### src/rtl/abro_stim_checker_pkg.sv
// abro_stim_checker_pkg: shared FSM encodings, LFSR taps and helpers for the ABRO stimulus checker
package abro_stim_checker_pkg;

    localparam logic [1:0] S_IDLE = 2'd0;
    localparam logic [1:0] S_SYNC = 2'd1;
    localparam logic [1:0] S_RUN  = 2'd2;
    localparam logic [1:0] S_FIN  = 2'd3;

    localparam logic [15:0] LFSR_TAPS = 16'hB400;
    localparam logic [15:0] SEED_DEF  = 16'hACE1;
    localparam int          LEN_W_DEF = 16;

    function automatic logic [15:0] lfsr_next(input logic [15:0] q);
        return {q[14:0], ^(q & LFSR_TAPS)};
    endfunction

    function automatic logic [15:0] fix_seed(input logic [15:0] s);
        return s == 16'h0000 ? 16'h0001 : s;
    endfunction

endpackage

### src/rtl/abro_lfsr16.sv
// abro_lfsr16: 16-bit Fibonacci LFSR with seed load and zero-seed lockup protection
module abro_lfsr16
    import abro_stim_checker_pkg::*;
(
    input  logic        clk,
    input  logic        rst,
    input  logic        load,
    input  logic        step,
    input  logic [15:0] seed,
    output logic [15:0] q
);

    // load has priority over step; an all-zero seed would lock the register, so it is remapped
    always_ff @(posedge clk or posedge rst) begin
        if (rst) q <= 16'h0001;
        else if (load) q <= fix_seed(seed);
        else if (step) q <= lfsr_next(q);
    end

endmodule

### config.mk
export PLATFORM = sky130hd
export DESIGN_NAME = abro_lfsr16
export DESIGN_NICKNAME = d
export VERILOG_FILES = /design/src/rtl/abro_stim_checker_pkg.sv /design/src/rtl/abro_lfsr16.sv
export SDC_FILE = /design/constraint.sdc
export NUM_CORES = 1
export LEC_CHECK = 0
export ABC_CLOCK_PERIOD_IN_PS = 1400
export CAP_MARGIN = 40
export CORE_MARGIN = 10
export CORE_UTILIZATION = 40
export DETAILED_ROUTE_END_ITERATION = 10
export HOLD_SLACK_MARGIN = 0.1
export PLACE_DENSITY = 0.77
export SKIP_LAST_GASP = 1
export SLEW_MARGIN = 10
export SYNTH_ARGS = -nofsm -noshare
export SYNTH_HDL_FRONTEND = slang
export SYNTH_SLANG_ARGS = --single-unit
export TNS_END_PERCENT = 50
### constraint.sdc
create_clock -name clk -period 1.4 [get_ports clk]
set_clock_uncertainty 0.2 [all_clocks]
set_input_delay 0.14 -clock clk [delete_from_list [all_inputs] [get_ports clk]]
set_output_delay 0.14 -clock clk [all_outputs]
set_load 0.03 [all_outputs]
Yosys cells after proc, flatten, opt, wreduce, memory -nomap -nowiden
Index checks and enable logic that the tools add are counted.

storage, ports and cells
  register bits = 16
  bits of input ports = 20
  output and inout bits = 16
  logic and storage cells = 7

cells by class
  muxes and demuxes = 3
  reduce and logical (&&, ||, !) cells = 3

operators with widths
  kind                number
  $mux W16            3
  $logic_not A16 Y1   1
  $reduce_xor A16 Y1  1
  $reduce_bool A2 Y1  1

Longest topological paths before layout
  word-level depth = 3
  gate-level depth with buffers = 4
  gate-level depth less buffers = 4

Worst setup path after synthesis
OpenSTA, ideal clock, no wires.

  kind = reg2reg
  from = register q[10]
  to = register q[0]
  setup time = 0.072 ns
  arrival time = 1.053 ns
  path slack = 0.076 ns
  stages on the path, launching flop included = 5
  path buffers = 0
  path through = dfrtp_1 -> xor2_1 -> xnor2_1 -> mux2i_1 -> o21ai_1

on the way
  word-level cells in the longest chain between the ends = 3

RTL lines
  what                    line                         source
  start, declared         abro_lfsr16.sv:10            output logic [15:0] q
  start signal, assigned  abro_lfsr16.sv:16            else if (load) q <= fix_seed(seed);
  start signal, assigned  abro_lfsr16.sv:17            else if (step) q <= lfsr_next(q);
  $reduce_xor A16 Y1      abro_stim_checker_pkg.sv:14  return {q[14:0], ^(q & LFSR_TAPS)};
  $mux W16                abro_lfsr16.sv:17
  $mux W16                abro_lfsr16.sv:16

Every way passes these cells. The select of a mux whose other input is x is not followed.
A chain may end at the register's enable or synchronous reset.

Worst setup path in the final report
  from = register q[0]
  to = output q[0]

No word-level cell between the ends.

==> flow_summary.toml <==
[sta]
setup_violations = 0
fmax_ghz = 0.7474
hold_viol = 0
worst_pin_slew_ns = 0.3103
fin_hold_ws_ns = 0.2366
rsz0062_at_grt = "false"
timing.final.ws_setup_ns = 0.06207
fin_crit_sh_pct = 95.57
drv_slew = 0
slew_headroom_pct = 79.12
timing.final.crit_period_ns = 1.338

[place]
numPortBuffers = 35
pre_cts_ws_ns = -0.1826
dpl_cell_area_sq_um = 1187
gp_congestion = 0.7526
post-place-cells = 142
dp_hpwl_um = 1811

[drt]
dr.pass1.iters = 3
via_per_inst = 4.776
drc_errors = 0
routed_wl_um = 2315
wl_per_cell_um = 15.75
vias = 702
drtIter0Drc = 11
ant_nets = 0

[worst_setup_path]
cp-end-kind = "output port"
path_delay_family = "flip-flops"
cp_slowest_stage_delay_ns = 0.56
worstSetupStartpointType = "register"
worstPathCellList = "buf_4"
path_class = "register to output port"
critical_path.max_fanout = 3
crit_required_ns = 1.06
crit_slowest_cell = "dfstp_2"
path_buf_inv = 1
crit_arrival_ns = 1.00

[clock_tree]
clockBufferDepth = 2
post_cts_buffers = 0
cts_tree = "done"
clock_sinks = 16
clk_pin_slew_ns = 0.10
clock-root-buffer = "clkbuf_4"
numCtsBuffers = 3
clock_latency_ns = 0.28
postCtsResizedCells = 0
htree_num_levels = 1

[finish]
antenna_cells = 0
final_common_cell = "buf_4"
final_area_sq_um = 1224
final_cell_mix = "buf_4, clkdlybuf4s50_1, mux2i_1, nand2_1"
largest-register = "q"
largest_register_ffs = 16
drive_above_1_share_pct = 22.50
reg_top3 = "q (16)"
final_cells = 147
syn_to_final_growth_pct = 52.34
final_nets = 141

[synthesis]
synth.distinct_cells = 15
syn_area_sq_um = 803.3
synth_seq_area_share_pct = 50.00
synth_top_family_by_area = "multiplexers"
synth_compound_area_share_pct = 11.21
synth_mux_area_share_pct = 19.94
synth_fp_nets = 98
yosys.area_share.adder_pct = 0
yosys_warnings = 0
synth_xor_area_share_pct = 3.271
netlist_instances = 78
avgSynthCellArea_sq_um = 10.30
synth_seq_cells = 16
synth-simple-area-share_pct = 10.44

[pwr]
p_leak_nw = 0.5809
peakVddDrop_v = 0.0005882
power_density_nw_per_um2 = 1011

[run_status]
outcome = "complete, no violations"

[global_route]
antenna_found_initial = 0
grt_pass1_wl_um = 3705
grt_use_total_pct = 11.08
grt_pass1_vias = 749
overflow = 0
grt_max_degree = 33

[floorplanning]
chipHeight_um = 64.81
start_util_pct = 41.37
pin_count = 36
die_width_um = 64.81
design.core.area_sq_um = 1942
die_area_sq_um = 4200
core.rowCount = 16

[run]
maxCapViolCount = 0

[hold_path]
hold_class = "input port to register"
[cell type report]
cell class,count,area [sq um]
Fill cell,181,718.2
Sequential cell,16,401.6
Timing Repair Buffer,43,397.9
Multi-Input combinational cell,56,360.3
Tap cell,27,33.78
Clock buffer,4,26.28
Inverter,1,3.754
[cells by family after synthesis]
kind of cell / Yosys count
xor gates and xnor gates: 3
AOI/OAI and AO/OA: 17
DFF: 16
muxes: 16
buffers and inverters: 6
and+or+nand+nor: 20
[routing by layer]
| metal | vias to the layer above | GRT usage (%) | wire, um |
|---|---|---|---|
| li1 | 357 | - | - |
| met1 | 328 | 13.16 | 946 |
| met2 | 15 | 18.10 | 1226 |
| met5 | - | 0 | 0 |
| met3 | 2 | 3.780 | 132 |
| met4 | 0 | 4.011 | 9 |
[tightest hold or removal path: cells and delay by family]
kind / cells / cell delay (ns)
compound gates: 1 / 0.06
simple gates: 1 / 0.06
buf+inv: 1 / 0.42
[path summary, 6_finish.rpt]
check / start / end / slack (ns) / cells after the start
min reg2reg: q[14] / q[14] / 0.40 / 2
max: q[0] / q[0] / 0.06 / 1
min in group asynchronous: rst / q[8] / 0.49 / 4
max in group asynchronous: rst / q[0] / 0.26 / 4
max reg2reg: q[10] / q[0] / 0.12 / 4
min: seed[12] / q[12] / 0.24 / 3
[timing repair]
item	4_1_cts	5_1_grt
setup endpoints to repair	0	1
endpoints found under the hold margin	15	0
hold buffers	1	0
[through the flow]
step                utilization (%)  TNS (ns)  power (mW)
floorplan                         -         0      0.7907
global placement              61.15   -0.5088      0.9815
detailed placement            61.15   -0.8344      0.9895
CTS                           63.02         0       1.252
global route                  63.02         0       1.309
finish                        63.02         0       1.237
[Yosys cell counts]
cell type	number	share of area [%]
mux2i_1	16	20
xor2_1	1	1.1
dfrtp_1	15	47
inv_1	1	0.47
nor3_1	1	0.62
a41o_1	1	1.2
buf_6	1	1.4
xnor2_1	2	2.2
nor4_1	3	2.3
o21ai_0	15	9.3
dfstp_2	1	3.3
buf_8	1	1.9
nand2_1	16	7.5
o21ai_1	1	0.62
clkbuf_1	3	1.4
[power by group]
| part | total [mW] | switching, mW | leakage [nW] | internal, mW |
|---|---|---|---|---|
| logic | 0.414 | 0.220 | 0.373 | 0.194 |
| clock network | 0.259 | 0.149 | 0.0150 | 0.111 |
| registers | 0.564 | 0.0475 | 0.193 | 0.516 |
| total | 1.24 | 0.416 | 0.581 | 0.821 |
No activity file was read; power rests on OpenSTA's default activity.
